### src/rtl/spram_arb_pkg.sv
// Shared defaults and FSM state type for the two-port single-port-RAM arbiter.
package spram_arb_pkg;

    localparam int SPRAM_DATA_W = 8;
    localparam int SPRAM_ADDR_W = 6;
    localparam int SPRAM_DEPTH  = 32;

    typedef enum logic {
        IDLE    = 1'b0,
        RD_WAIT = 1'b1
    } arb_state_e;

endpackage

### src/rtl/arb_sel2.sv
// Two-way grant selector: fixed priority (port 0 wins) by default,
// round-robin with an internal priority pointer when SPRAM_ARB_RR_EN is defined.
module arb_sel2 (
`ifdef SPRAM_ARB_RR_EN
    input  logic clk,
    input  logic rst_n,
`endif
    input  logic en,
    input  logic req0,
    input  logic req1,
    output logic sel0,
    output logic sel1
);

`ifdef SPRAM_ARB_RR_EN
    // prio_q names the port that wins the next contention; it moves away from each winner.
    logic prio_q;
    logic prio_d;

    always_comb begin
        sel0   = en && req0 && (!req1 || !prio_q);
        sel1   = en && req1 && (!req0 ||  prio_q);
        prio_d = prio_q;
        if (sel0) begin
            prio_d = 1'b1;
        end else if (sel1) begin
            prio_d = 1'b0;
        end
    end

    always_ff @(posedge clk or negedge rst_n) begin
        if (!rst_n) begin
            prio_q <= 1'b0;
        end else begin
            prio_q <= prio_d;
        end
    end
`else
    always_comb begin
        sel0 = en && req0;
        sel1 = en && req1 && !req0;
    end
`endif

endmodule

### src/rtl/spram_arbiter.sv
// Arbitrates two request ports onto one single-port RAM; reads take an extra RD_WAIT cycle.
// Define SPRAM_ARB_RR_EN for round-robin arbitration (fixed priority to port 0 otherwise).
module spram_arbiter
    import spram_arb_pkg::*;
#(
    parameter int DATA_W = SPRAM_DATA_W,
    parameter int ADDR_W = SPRAM_ADDR_W,
    parameter int DEPTH  = SPRAM_DEPTH
) (
    input  logic              clk,
    input  logic              rst_n,

    input  logic              p0_req,
    input  logic              p0_we,
    input  logic [ADDR_W-1:0] p0_addr,
    input  logic [DATA_W-1:0] p0_wdata,
    output logic              p0_gnt,
    output logic              p0_rvalid,
    output logic [DATA_W-1:0] p0_rdata,
    output logic              p0_err,

    input  logic              p1_req,
    input  logic              p1_we,
    input  logic [ADDR_W-1:0] p1_addr,
    input  logic [DATA_W-1:0] p1_wdata,
    output logic              p1_gnt,
    output logic              p1_rvalid,
    output logic [DATA_W-1:0] p1_rdata,
    output logic              p1_err,

    output logic              ram_we,
    output logic [ADDR_W-1:0] ram_addr,
    output logic [DATA_W-1:0] ram_wdata,
    input  logic [DATA_W-1:0] ram_rdata
);

    localparam logic [ADDR_W:0] DEPTH_L = (ADDR_W + 1)'(DEPTH);

    arb_state_e        state_q;
    arb_state_e        state_d;
    logic              owner_q;
    logic              owner_d;
    logic              rvalid0_q;
    logic              rvalid0_d;
    logic              rvalid1_q;
    logic              rvalid1_d;
    logic [DATA_W-1:0] rdata0_q;
    logic [DATA_W-1:0] rdata0_d;
    logic [DATA_W-1:0] rdata1_q;
    logic [DATA_W-1:0] rdata1_d;

    logic              arb_en;
    logic              p0_sel;
    logic              p1_sel;
    logic              p0_oor;
    logic              p1_oor;
    logic              rd_start;

    // Grants are combinational, so they are gated by rst_n to drop the moment reset asserts.
    assign arb_en = rst_n && (state_q == IDLE);
    assign p0_oor = ({1'b0, p0_addr} >= DEPTH_L);
    assign p1_oor = ({1'b0, p1_addr} >= DEPTH_L);
    assign rd_start = (p0_sel && !p0_we && !p0_oor) || (p1_sel && !p1_we && !p1_oor);

    arb_sel2 u_sel (
`ifdef SPRAM_ARB_RR_EN
        .clk   (clk),
        .rst_n (rst_n),
`endif
        .en    (arb_en),
        .req0  (p0_req),
        .req1  (p1_req),
        .sel0  (p0_sel),
        .sel1  (p1_sel)
    );

    always_ff @(posedge clk or negedge rst_n) begin
        if (!rst_n) begin
            state_q <= IDLE;
        end else begin
            state_q <= state_d;
        end
    end

    always_comb begin
        state_d = state_q;
        case (state_q)
            IDLE: begin
                if (rd_start) begin
                    state_d = RD_WAIT;
                end
            end
            RD_WAIT: state_d = IDLE;
            default: state_d = IDLE;
        endcase
    end

    always_comb begin
        p0_gnt    = p0_sel;
        p1_gnt    = p1_sel;
        p0_err    = p0_sel && p0_oor;
        p1_err    = p1_sel && p1_oor;
        ram_we    = 1'b0;
        ram_addr  = '0;
        ram_wdata = '0;
        if (p0_sel) begin
            ram_we    = p0_we && !p0_oor;
            ram_addr  = p0_addr;
            ram_wdata = p0_wdata;
        end else if (p1_sel) begin
            ram_we    = p1_we && !p1_oor;
            ram_addr  = p1_addr;
            ram_wdata = p1_wdata;
        end
    end

    // ram_rdata is valid during RD_WAIT; capture it for the owner and flag it next cycle.
    always_comb begin
        owner_d   = owner_q;
        rvalid0_d = 1'b0;
        rvalid1_d = 1'b0;
        rdata0_d  = rdata0_q;
        rdata1_d  = rdata1_q;
        if (rd_start) begin
            owner_d = p1_sel;
        end
        if (state_q == RD_WAIT) begin
            if (owner_q) begin
                rvalid1_d = 1'b1;
                rdata1_d  = ram_rdata;
            end else begin
                rvalid0_d = 1'b1;
                rdata0_d  = ram_rdata;
            end
        end
    end

    always_ff @(posedge clk or negedge rst_n) begin
        if (!rst_n) begin
            owner_q   <= 1'b0;
            rvalid0_q <= 1'b0;
            rvalid1_q <= 1'b0;
            rdata0_q  <= '0;
            rdata1_q  <= '0;
        end else begin
            owner_q   <= owner_d;
            rvalid0_q <= rvalid0_d;
            rvalid1_q <= rvalid1_d;
            rdata0_q  <= rdata0_d;
            rdata1_q  <= rdata1_d;
        end
    end

    assign p0_rvalid = rvalid0_q;
    assign p1_rvalid = rvalid1_q;
    assign p0_rdata  = rdata0_q;
    assign p1_rdata  = rdata1_q;

endmodule

### config.mk
export PLATFORM = sky130hd
export DESIGN_NAME = spram_arbiter
export DESIGN_NICKNAME = d
export VERILOG_FILES = /design/src/rtl/spram_arb_pkg.sv /design/src/rtl/arb_sel2.sv /design/src/rtl/spram_arbiter.sv
export SDC_FILE = /design/constraint.sdc
export NUM_CORES = 1
export LEC_CHECK = 0
export ABC_AREA = 1
export BUFFER_PORTS_ARGS = -buffer_cell sky130_fd_sc_hd__buf_2
export CORE_MARGIN = 2
export CORE_UTILIZATION = 41
export DETAILED_ROUTE_END_ITERATION = 16
export PLACE_DENSITY_LB_ADDON = 0.2
export SLEW_MARGIN = 20
export SYNTH_ARGS = -nofsm -noshare
export SYNTH_HDL_FRONTEND = slang
export SYNTH_SLANG_ARGS = --single-unit
### constraint.sdc
create_clock -name clk -period 1.8 [get_ports clk]
set_clock_uncertainty 0.2 [all_clocks]
set_input_delay 0.09 -clock clk [delete_from_list [all_inputs] [get_ports clk]]
set_output_delay 0.09 -clock clk [all_outputs]
set_load 0.01 [all_outputs]
* After elaboration in Yosys (flattened, before gate mapping)
Cells that the tools add are included.
Widths: inputs -> output; s select.
** Word-level totals
- Register bits after elaboration :: 20
- Input bits :: 42
- Output and inout port bits :: 37
- Word-level logic and storage cells :: 42
** Cells by class
- Magnitude comparators :: 2
- Multiplexer cells :: 12
- Bitwise logic cells :: 2
- Reductions and logical operators :: 20
** Operator list (count)
- $mux 8 :: 2
- $ge 6x6->1 const B :: 2
- $logic_and 1x1->1 :: 12
- $mux 6 :: 2
- $mux 1 :: 7
- $logic_not 1->1 :: 5
- $reduce_and 2->1 :: 2
- $not 1->1 :: 2
- $pmux 1 s2 :: 1
- $logic_or 1x1->1 :: 1

* Logic depth before layout (Yosys ltp)
Gate-level depths: netlist of the first run.
- Depth in word-level cells :: 9
- Depth in mapped cells :: 7
- Depth with buffers taken out :: 6

* Hierarchy
A second synthesis of the first run with hierarchy kept.
** Unflattened totals
- Cell total of the unflattened synthesis :: 138
- Area, all modules :: 1056.0 um2
** By module, submodules not included
- spram_arbiter :: instances 1, cells an instance 134, area each 1038.5 um2, sequential area each 500.5 um2
- arb_sel2 :: instances 1, cells an instance 4, area each 17.5 um2, sequential area each 0.0 um2

* Worst setup path after synthesis of the first run
No wires, ideal clock.
- Path type :: register to output
- Start point :: register state_q
- End point :: output ram_addr[0]
- Arrival time :: 0.976 ns
- Required time :: 1.510 ns
- Slack :: 0.534 ns
- Cell stages (with the launch flop) :: 7
- Path buffers :: 1
- Cell sequence :: dfrtp_1 -> inv_1 -> nand2_1 -> nor2_4 -> buf_4 -> nand2_1 -> nand2_1
** Between the ends
- Elaborated cells between the ends (all ways) :: 7
- Those cells by class :: mux: 2; bitwise: 1; reduce/logical: 4
** RTL lines
- from (decl) :: line spram_arbiter.sv:39 : arb_state_e state_q;
- from (signal assigned) :: line spram_arbiter.sv:81 : state_q <= state_d;
- $not 1->1
- $logic_and 1x1->1 :: line spram_arbiter.sv:60 : assign arb_en = rst_n && (state_q == IDLE);
- $logic_and 1x1->1 :: line arb_sel2.sv:40 : sel0 = en && req0;
- via p0_gnt :: line spram_arbiter.sv:17 : output logic p0_gnt,
- $mux 6 :: line spram_arbiter.sv:106 : if (p0_sel) begin
- to (decl) :: line spram_arbiter.sv:32 : output logic [ADDR_W-1:0] ram_addr,
The timed path passes the listed nets, and every way through them passes these cells.

* Final worst setup path of the first run
- Start point :: input p0_we
- End point :: register state_q
** Between the ends
- Cells in the longest elaborated chain, start to end :: 6
** RTL lines
- from (decl) :: line spram_arbiter.sv:14 : input logic p0_we,
- $logic_not 1->1 :: line spram_arbiter.sv:63 : assign rd_start = (p0_sel && !p0_we && !p0_oor) || (p1_sel && !p1_we && !p1_oor);
- $logic_and 1x1->1 (2 in series) :: line spram_arbiter.sv:63
- $logic_or 1x1->1 :: line spram_arbiter.sv:63
- $mux 1 :: line spram_arbiter.sv:89 : if (rd_start) begin
- $pmux 1 s2 :: line spram_arbiter.sv:87 : case (state_q)
- via state_d :: line spram_arbiter.sv:40 : arb_state_e state_d;
The timed path passes the listed nets, and every way through them passes these cells.
A chain may end at the register's enable or synchronous reset.

==> reports/metrics.cfg, run 1 <==
[timing]
timing.final.crit_share = 0.975
final_max_slew_viol_count = 0
fmax_mhz = 570
timing_worst_slew_pin_value_ns = 0.486
hold-worst-slack_ns = -0.0169
finalSetupViolCount = 0
post-route-min-period_ns = 1.75
rsz0062_at_grt = yes
max_slew_margin = 0.675
tns_ns = 0
finalHoldViolCount = 1
finalWorstSetupSlack_ns = 0.0459

[yosys]
mappedNetlistNets = 176
synth_area_um2 = 997
synth_top_area_share = 0.502
post_syn_area_per_cell_um2 = 7.44
post_synthesis_async_set_or_reset_flop_share = 1.00
ys_dominant_reg_cell = sky130_fd_sc_hd__dfrtp_1
synth_sequential_area_ratio = 0.502
edff_count_synth = 0
synthMostInstantiatedCell = sky130_fd_sc_hd__nand2_1
synthesis.yosys.warnings = 0
synth_top_cells_by_area = sky130_fd_sc_hd__dfrtp_1 (50%), sky130_fd_sc_hd__nand2_1 (23%), sky130_fd_sc_hd__o21ai_0 (9.5%)
post_synth_num_cell_types = 14
ys_seq_elements = 20
netlist_instances = 134
netlist_top_cells_count = sky130_fd_sc_hd__nand2_1 (61), sky130_fd_sc_hd__dfrtp_1 (20), sky130_fd_sc_hd__o21ai_0 (19)
post-synth-top-area-cell = sky130_fd_sc_hd__dfrtp_1

[cells_and_area]
layout-drive-gt1-share = 0.400
antenna_cells = 0
final_cell_area_mm2 = 0.00162
stdcell_count = 258
syn2layout_area_growth_pct = 62.7
fin_nets = 273

[worst_setup_path]
critical-path-top-cell-by-count = sky130_fd_sc_hd__dlygate4sd3_1
timing.critical_path.from_type = primary input
worst_path_max_delay_cell = sky130_fd_sc_hd__dlygate4sd3_1
crit_path_cells = dlygate4sd3_1 > buf_2 > or2_2 > o21ai_0 > dlygate4sd3_1
critPathBufInv = 3
crit_path_arrival_time_ns = 1.79
path_delay_family = buffers and inverters
crit_required_ns = 1.83
maximum_fanout_along_the_worst_path = 2
cp-end-kind = register
path_class = in2reg
critical_path_max_stage_delay_ns = 0.57

[detailed_routing]
dr_total_vias = 1199
routed_wirelength_um = 2780
avgRoutedWirePerCell_um = 10.8
drt-initial-drc-count = 7
remaining_drc_errors = 0
route.antenna.remaining_nets = 0
drt-pass1-iter-count = 4
vias_per_cell = 4.65

[placement]
hpwl_um = 2010
io_buffers = 78
place_congestion = 0.732
placedCellCount = 237
placement.cell_area_mm2 = 0.00139
dp_worst_setup_slack_ns = 0.350

[run_status]
run_status = finished with violations
failed_checks = negative hold slack

[power]
leakagePower_nw = 1.02
maximum_vdd_drop_mv = 0.864
finalPower_w = 0.00137
powerDensity_mw_per_mm2 = 845

[clock_tree]
ctsLongestPathBuffers = 2
tritoncts = built
cts_root_buf = sky130_fd_sc_hd__clkbuf_4
htree_levels = 1
cts.reportedPaths.clkPinSlew_ns = 0.11
cts_made_buffers = 3
insertion_delay_ns = 0.29
clock-sinks = 20

[die]
die_height_um = 53.3
placement_rows = 17
die_width_um = 53.3
design.die.area_mm2 = 0.00284
core-area_mm2 = 0.00225
initial_core_util = 0.442
top_level_ports = 79

[global_route]
grt_overflow = 0
grt_antenna_before_repair = 0
largest_net_degree_at_the_start_of_global_routing = 19
grtUsageTotal = 0.195
global_route_wire_length_before_repair_um = 4030
via_count_of_the_first_global_routing_pass = 1012

[job]
max_cap_violations = 0

[hold_path]
worst_hold_path_type = in2reg

==> flip-flops by register name (all words and copies together), names as in the netlist <==
| name | count |
|---|---|
| p0_rdata | 8 |
| p0_rvalid | 1 |
| p1_rdata | 8 |
| p1_rvalid | 1 |
| owner_q | 1 |
| state_q | 1 |
==> layout make-up <==
type,instances,area [µm²]
Clock buffer,4,36.3
Fill cell,182,632
Inverter,19,76.3
Multi-Input combinational cell,91,399
Sequential cell,20,500
Tap cell,28,35.0
Timing Repair Buffer,96,576
==> cells in the final DEF (no fill, tap or decap) <==
cell / Yosys / routed
sky130_fd_sc_hd__a21oi_1: 1 / 1
sky130_fd_sc_hd__or2_2: 1 / 1
sky130_fd_sc_hd__buf_12: 0 / 1
sky130_fd_sc_hd__dfrtp_1: 20 / 20
sky130_fd_sc_hd__clkbuf_8: 0 / 1
sky130_fd_sc_hd__clkinv_4: 0 / 1
sky130_fd_sc_hd__dlygate4sd3_1: 0 / 15
sky130_fd_sc_hd__nor2_1: 4 / 3
sky130_fd_sc_hd__nand3_1: 2 / 2
sky130_fd_sc_hd__buf_2: 0 / 78
sky130_fd_sc_hd__inv_1: 18 / 18
sky130_fd_sc_hd__buf_4: 1 / 2
sky130_fd_sc_hd__nand2_2: 1 / 1
sky130_fd_sc_hd__nand2_4: 0 / 1
sky130_fd_sc_hd__nor2_4: 1 / 2
sky130_fd_sc_hd__o21ai_0: 19 / 19
sky130_fd_sc_hd__nor2_2: 1 / 1
sky130_fd_sc_hd__clkbuf_4: 0 / 3
sky130_fd_sc_hd__nand2_1: 61 / 60
==> cell families after synthesis <==
kind of cell | synth area share
AO/OA/AOI/OAI | 0.100
buffers and inverters | 0.113
flip-flops | 0.502
AND/OR/NAND/NOR | 0.285
==> path summary, 6_finish.rpt <==
path | start | end | slack (ns) | depth (start not counted)
max reg2reg | state_q | owner_q | 0.13 | 4
max | p0_we | state_q | 0.05 | 5
min in group asynchronous | rst_n | owner_q | 0.51 | 3
min | p0_addr[5] | owner_q | -0.02 | 4
min reg2reg | p0_rdata[7] | p0_rdata[7] | 0.29 | 2
max in group asynchronous | rst_n | p1_rdata[7] | 0.46 | 4
==> through the flow <==
stage / hold slack (ns) / utilization
detailed placement: -0.299 / 0.616
global route: 0.0298 / 0.720
floorplan: -0.406 / -
global placement: -0.298 / 0.616
CTS: 0.253 / 0.703
finish: -0.0169 / 0.720
==> routing by layer <==
layer,vias to the layer above,global-route usage,part of all wire
li1,599,-,-
met1,548,0.197,0.36
met2,48,0.399,0.55
met3,4,0.0311,0.075
met4,0,0.0513,0.013
met5,-,0,0
==> power breakdown <==
part | internal, W | switching [W] | total [W]
Clock | 0.000123 | 0.000129 | 0.000252
Sequential | 0.000577 | 0.0000687 | 0.000645
Combinational | 0.000222 | 0.000251 | 0.000473
==> tightest hold or removal path: cells and delay by family <==
family	cells	cell delay [ns]
compound gates	1	0.10
simple gates	2	0.15
buf+inv	1	0.09
==> what timing repair did <==
action,CTS,global route
hold buffers,16,0
endpoints found under the setup margin,0,17
buffers inserted,0,2
resized for setup,0,7
hold endpoints to repair,38,0
(Power assumes the default switching activity.)
==> inputs of run 2 (changes only) <==
--- a/config.mk
+++ b/config.mk
@@ -5,10 +5,9 @@
 export SDC_FILE = /design/constraint.sdc
 export NUM_CORES = 1
 export LEC_CHECK = 0
-export ABC_AREA = 1
 export BUFFER_PORTS_ARGS = -buffer_cell sky130_fd_sc_hd__buf_2
 export CORE_MARGIN = 2
-export CORE_UTILIZATION = 41
+export CORE_UTILIZATION = 40
 export DETAILED_ROUTE_END_ITERATION = 16
 export PLACE_DENSITY_LB_ADDON = 0.2
 export SLEW_MARGIN = 20
==> reports/metrics.cfg, run 2 <==
[yosys]
synth_compound_area_frac = 0.150  ; +0.0492
netlist_top_cells_count = sky130_fd_sc_hd__dfrtp_1 (20), sky130_fd_sc_hd__mux2_2 (16), sky130_fd_sc_hd__a22o_1 (14)
post_synthesis_mux_area_share = 0.192  ; +0.192
synth-xor-area-share = 0  ; unchanged
synthMostInstantiatedCell = sky130_fd_sc_hd__dfrtp_1
post-synth-top-area-cell = sky130_fd_sc_hd__dfrtp_1
post_syn_area_per_cell_um2 = 13.4  ; +80%
ys_seq_elements = 20  ; unchanged
edff_count_synth = 0  ; unchanged
synthesis.yosys.warnings = 0  ; unchanged
post_synth_num_cell_types = 17  ; +3
mappedNetlistNets = 112  ; -36%
netlist_instances = 70  ; -48%
ys_dominant_reg_cell = sky130_fd_sc_hd__dfrtp_1
synth_top_cells_by_area = sky130_fd_sc_hd__dfrtp_1 (53%), sky130_fd_sc_hd__mux2_2 (19%), sky130_fd_sc_hd__a22o_1 (13%)
synth_top_family_by_area = multiplexers
synth_sequential_area_ratio = 0.534  ; +0.0322
synth_area_um2 = 937  ; -6.0%
synth_top_area_share = 0.534  ; +0.0322
post_synth_and_or_nand_nor_area_fraction = 0.0814  ; -0.203
synth-adder-area-share = 0  ; unchanged
post_synthesis_async_set_or_reset_flop_share = 1.00  ; unchanged

[power]
part_of_the_total_power_dissipated_in_sequential_elements = 0.458  ; -0.013
leakagePower_nw = 0.880  ; -14%
powerDensity_mw_per_mm2 = 894  ; +5.8%
switching_share = 0.296  ; -0.0315
intPower_w = 0.00101  ; +9.4%
finalPower_w = 0.00143  ; +4.5%
combinationalPowerShare = 0.370  ; +0.025
maximum_vdd_drop_mv = 0.529  ; -39%
power.clock.fraction = 0.172  ; -0.012
power.net_switching_w = 0.000424  ; -5.5%

[clock_tree]
clock-sinks = 20  ; unchanged
tritoncts = built
htree_levels = 1  ; unchanged
cts_root_buf = sky130_fd_sc_hd__clkbuf_4
cts.reportedPaths.clkPinSlew_ns = 0.10  ; about the same
ctsLongestPathBuffers = 2  ; unchanged
insertion_delay_ns = 0.29  ; about the same
cts_made_buffers = 3  ; unchanged

[timing]
finalSetupViolCount = 5  ; +5
finalWorstSetupSlack_ns = -0.0151  ; -0.0610 ns
rsz0062_at_grt = yes
fmax_mhz = 551  ; -3.4%
timing_worst_slew_pin_value_ns = 0.458  ; -0.0281 ns
finalHoldViolCount = 0  ; -1
final_max_slew_viol_count = 0  ; unchanged
max_slew_margin = 0.694  ; +0.0185
timing.final.crit_share = 1.01  ; +0.0339
post-route-min-period_ns = 1.82  ; +0.0610 ns

[worst_setup_path]
crit_path_arrival_time_ns = 1.53  ; -0.26 ns
worst_r2r_path_depth = 3  ; -1
crit-reg2reg-capture = p1_rdata[4]
register_to_register_setup_slack_ns = 0.23  ; +0.10 ns
cp-end-kind = primary output
maximum_fanout_along_the_worst_path = 4  ; +2
crit_required_ns = 1.51  ; -0.32 ns
path_class = reg2out
worst_r2r_startpoint = state_q
timing.critical_path.from_type = register

[global_route]
grt_antenna_before_repair = 0  ; unchanged
grt_overflow = 0  ; unchanged
largest_net_degree_at_the_start_of_global_routing = 12  ; -7
global_route_wire_length_before_repair_um = 3800  ; -5.8%
grtUsageTotal = 0.189  ; -0.00668
via_count_of_the_first_global_routing_pass = 958  ; -5.3%

[detailed_routing]
avgRoutedWirePerCell_um = 12.4  ; +15%
remaining_drc_errors = 0  ; unchanged
drt-initial-drc-count = 3  ; -4
drt-pass1-iter-count = 3  ; -1
route.antenna.remaining_nets = 0  ; unchanged
vias_per_cell = 4.82  ; +3.8%
routed_wirelength_um = 2450  ; -12%
dr_total_vias = 955  ; -20%

[placement]
place_congestion = 0.683  ; -6.7%
placement.cell_area_mm2 = 0.00137  ; -1.4%
io_buffers = 78  ; unchanged

[die]
core-area_mm2 = 0.00221  ; -1.9%
initial_core_util = 0.424  ; -0.0186
die_width_um = 52.4  ; -1.7%
die_height_um = 52.4  ; -1.7%
top_level_ports = 79  ; unchanged
placement_rows = 17  ; unchanged
design.die.area_mm2 = 0.00275  ; -3.4%

[cells_and_area]
layout-drive-gt1-share = 0.659  ; +0.259
antenna_cells = 0  ; unchanged
syn2layout_area_growth_pct = 71.0
final_cell_area_mm2 = 0.00160  ; -1.2%
final_common_cell = sky130_fd_sc_hd__buf_2
number_of_inserted_filler_cells_in_the_final_layout = 158  ; -13%
fin_nets = 213  ; -22%
layout_common_cells = sky130_fd_sc_hd__buf_2 (78), sky130_fd_sc_hd__dfrtp_1 (20), sky130_fd_sc_hd__mux2_2 (16)

[run_status]
failed_checks = negative setup slack
run_status = finished with violations

[hold_path]
worst_hold_path_type = in2async

[job]
max_cap_violations = 0  ; unchanged

run 2: cell count changes after synthesis, moves of 14 or more:
cell / change
sky130_fd_sc_hd__inv_1: -17
sky130_fd_sc_hd__nand2_1: -59
sky130_fd_sc_hd__a22o_1: +14
sky130_fd_sc_hd__mux2_2: +16
sky130_fd_sc_hd__o21ai_0: -19
run 2: how the worst max path moves through the flow:
stage                 start      endpoint  slack [ns]  cells past startpoint
floorplan           state_q   ram_addr[5]        0.37                      4
global placement    state_q   ram_addr[5]        0.28                      5
detailed placement  state_q   ram_addr[5]        0.23                      5
CTS                 state_q        ram_we       -0.03                      6
global route        state_q  ram_wdata[5]       -0.12                      5
finish              state_q   ram_addr[5]       -0.02                      5
run 2: repair_timing:
| action | in CTS | in global routing |
|---|---|---|
| hold buffers | 14 | 0 |
| pin swaps | 9 | 2 |
| hold endpoints to repair | 38 | 0 |
| setup buffers | 4 | 0 |
| setup endpoints to repair | 16 | 16 |
| gates resized for setup | 0 | 1 |
run 2: power groups by stage:
stage / clock, W / sequential, W / combinational, W
finish: 0.000246 / 0.000656 / 0.000531
CTS: 0.000255 / 0.000657 / 0.000537
global placement: 0 / 0.000659 / 0.000485
detailed placement: 0 / 0.000667 / 0.000502
floorplan: 0 / 0.000733 / 0.000184
global route: 0.000290 / 0.000672 / 0.000576
run 2: per-stage QoR:
stage           util  setup TNS (ns)  setup WS, ns  hold WS [ns]  std cells
2_1_floorplan      -               0         0.369        -0.406         70
3_3_place_gp   0.619               0         0.278        -0.230        176
3_5_place_dp   0.619               0         0.232        -0.224        176
4_1_cts        0.724          -0.237       -0.0317         0.109        198
5_1_grt        0.725           -1.16        -0.121        0.0971        198
6_report       0.725         -0.0489       -0.0151        0.0995        198
run 2: cells by family after synthesis:
family	after synthesis
flops	20
mux	16
compound gates	16
buf+inv	6
simple gates	12
run 2: layout make-up:
| class | count | area [µm²] | share of cell area |
|---|---|---|---|
| Multi-Input combinational cell | 44 | 404 | 0.252 |
| Timing Repair Buffer | 101 | 623 | 0.389 |
| Clock buffer | 4 | 36.3 | 0.0226 |
| Tap cell | 28 | 35.0 | 0.0219 |
| Inverter | 1 | 3.75 | 0.00234 |
| Sequential cell | 20 | 500 | 0.312 |
run 2: worst max-delay path: stages (launching register included):
cell                       delay, ns
sky130_fd_sc_hd__dfrtp_1        0.42
sky130_fd_sc_hd__nor4bb_2       0.26
sky130_fd_sc_hd__buf_4          0.19
sky130_fd_sc_hd__and2_1         0.15
sky130_fd_sc_hd__or2_1          0.10
sky130_fd_sc_hd__buf_2          0.12
run 2: per-layer routing:
layer / routed length [µm] / global-route usage / share of wire / vias to the layer above
li1: - / - / - / 460
met1: 1010 / 0.209 / 0.41 / 447
met2: 1260 / 0.338 / 0.51 / 42
met3: 131 / 0.0400 / 0.053 / 6
met4: 47 / 0.0897 / 0.019 / 0
met5: 0 / 0 / 0 / -
==> inputs of run 3 (changes only) <==
--- a/config.mk
+++ b/config.mk
@@ -10,6 +10,7 @@
 export CORE_UTILIZATION = 40
 export DETAILED_ROUTE_END_ITERATION = 16
 export PLACE_DENSITY_LB_ADDON = 0.2
+export REMOVE_ABC_BUFFERS = 1
 export SLEW_MARGIN = 20
 export SYNTH_ARGS = -nofsm -noshare
 export SYNTH_HDL_FRONTEND = slang
==> reports/metrics.cfg, run 3 (synthesized netlist as in run 2, its figures left out) <==
[placement]
placedCellCount = 176  ; unchanged
io_buffers = 78  ; unchanged
placement.cell_area_mm2 = 0.00138  ; +0.91%
place_congestion = 0.635  ; -7.1%
hpwl_um = 1860

[power]
maximum_vdd_drop_mv = 0.549  ; +3.8%
powerDensity_mw_per_mm2 = 902  ; +0.87%
finalPower_w = 0.00142  ; -0.86%
leakagePower_nw = 0.861  ; -2.1%

[cells_and_area]
stdcell_count = 194  ; -2.0%
final_cell_area_mm2 = 0.00158  ; -1.7%
layout-drive-gt1-share = 0.657  ; -0.00220
antenna_cells = 0  ; unchanged
combined_area_of_the_multi_input_logic_cells_um2 = 415  ; +2.8%
layout_common_cells = sky130_fd_sc_hd__buf_2 (78), sky130_fd_sc_hd__dfrtp_1 (20), sky130_fd_sc_hd__mux2_2 (16)
final_util = 0.712  ; -0.0124
fin_nets = 209  ; -1.9%
number_of_inserted_filler_cells_in_the_final_layout = 162  ; +2.5%
sequential_cell_area_um2 = 500  ; unchanged
final_common_cell = sky130_fd_sc_hd__buf_2
syn2layout_area_growth_pct = 68.1

[detailed_routing]
drt-pass1-iter-count = 4  ; +1
remaining_drc_errors = 0  ; unchanged
dr_total_vias = 905  ; -5.2%
route.antenna.remaining_nets = 0  ; unchanged
vias_per_cell = 4.66  ; -3.3%
drt-initial-drc-count = 5  ; +2
routed_wirelength_um = 2340  ; -4.7%
avgRoutedWirePerCell_um = 12.0  ; -2.8%

[timing]
timing.final.crit_share = 1.04  ; +0.0307
post-route-min-period_ns = 1.87  ; +0.0553 ns
finalHoldViolCount = 0  ; unchanged
finalWorstSetupSlack_ns = -0.0705  ; -0.0553 ns
final_max_slew_viol_count = 0  ; unchanged
hold-worst-slack_ns = 0.0510  ; -0.0485 ns
rsz0062_at_grt = yes
timing_worst_slew_pin_value_ns = 0.382  ; -0.0758 ns
max_slew_margin = 0.745  ; +0.0509
finalSetupViolCount = 1  ; -4
fmax_mhz = 535  ; -3.0%

[worst_setup_path]
maximum_fanout_along_the_worst_path = 18  ; +14
worst_path_max_delay_cell = sky130_fd_sc_hd__dfrtp_1
cp-startpoint = state_q
crit-reg2reg-capture = p1_rdata[4]
path_delay_family = simple AND/OR/NAND/NOR gates
crit_path_arrival_time_ns = 1.58  ; +0.05 ns
worst_r2r_startpoint = state_q
path_class = reg2out
critPathBufInv = 2  ; unchanged
timing.critical_path.from_type = register
cp-end-kind = primary output
worst_r2r_path_depth = 2  ; -1
crit_path_cells = nor4bb_4 > buf_12 > and2_4 > or2_1 > buf_2
register_to_register_setup_slack_ns = 0.35  ; +0.12 ns
crit_required_ns = 1.51  ; about the same
critical_path_max_stage_delay_ns = 0.44  ; +0.02 ns

[die]
core-area_mm2 = 0.00221  ; unchanged
placement_rows = 17  ; unchanged
top_level_ports = 79  ; unchanged
die_height_um = 52.4  ; unchanged
initial_core_util = 0.424  ; unchanged
design.die.area_mm2 = 0.00275  ; unchanged
die_width_um = 52.4  ; unchanged

[global_route]
grt_overflow = 0  ; unchanged
global_route_wire_length_before_repair_um = 3480  ; -8.2%
grtUsageTotal = 0.166  ; -0.0226
via_count_of_the_first_global_routing_pass = 833  ; -13%
grt_antenna_before_repair = 0  ; unchanged
largest_net_degree_at_the_start_of_global_routing = 19  ; +7

[run_status]
failed_checks = negative setup slack
run_status = finished with violations

[clock_tree]
htree_levels = 1  ; unchanged
insertion_delay_ns = 0.28  ; about the same
cts_root_buf = sky130_fd_sc_hd__clkbuf_4
post_cts_setup_inserts = 0  ; -4
cts_made_buffers = 3  ; unchanged
clock-sinks = 20  ; unchanged
tritoncts = built
ctsLongestPathBuffers = 2  ; unchanged
cts.reportedPaths.clkPinSlew_ns = 0.10  ; about the same

[hold_path]
worstHoldEndpoint = owner_q
holdPathStages = 3
worst_hold_path_type = in2reg
min-delay-start = rst_n

[job]
max_cap_violations = 0  ; unchanged

==> run 3: report_power, final <==
| part | total (W) | internal (W) | leakage, nW | switching [W] |
|---|---|---|---|---|
| Sequential | 0.000656 | 0.000590 | 0.243 | 0.0000663 |
| Combinational | 0.000520 | 0.000292 | 0.598 | 0.000228 |
| Clock | 0.000245 | 0.000123 | 0.0210 | 0.000122 |
| Total | 0.00142 | 0.00100 | 0.861 | 0.000416 |
==> run 3: cell type report <==
class	count	area share
Multi-Input combinational cell	44	0.264
Clock buffer	4	0.0230
Sequential cell	20	0.318
Timing Repair Buffer	97	0.371
Inverter	1	0.00238
Tap cell	28	0.0222
==> run 3: how the worst max path moves through the flow <==
stage | end | slack, ns | cells past startpoint
after floorplan | ram_addr[5] | -1.03 | 3
after global placement | ram_addr[5] | 0.23 | 5
after detailed placement | ram_addr[5] | 0.19 | 5
after CTS | ram_addr[5] | -0.08 | 5
after global routing | ram_addr[5] | -0.15 | 5
final | ram_addr[5] | -0.07 | 5
==> run 3: routing by layer <==
metal | wire [µm] | vias up | global-route usage
met5 | 0 | - | 0
met4 | 23 | 0 | 0.0342
met3 | 121 | 2 | 0.0314
met2 | 1250 | 33 | 0.308
met1 | 943 | 421 | 0.196
li1 | - | 449 | -
==> run 3: per-stage QoR <==
stage,TNS (ns),setup WS [ns]
after detailed placement,0,0.193
after CTS,-0.0917,-0.0772
final,-0.0705,-0.0705
after global placement,0,0.233
after floorplan,-16.56,-1.03
after global routing,-1.12,-0.148
==> run 3: worst min-delay path, stage by stage <==
cell                      delay, ns
sky130_fd_sc_hd__buf_2         0.10
sky130_fd_sc_hd__and3b_2       0.25
sky130_fd_sc_hd__a21oi_2       0.06
==> run 3: repair_timing <==
item,in CTS,in global routing
gates cloned,0,0
hold buffers,14,0
endpoints found under the setup margin,16,16
gates resized for setup,4,0
pin swaps,0,0
hold endpoints to repair,38,0
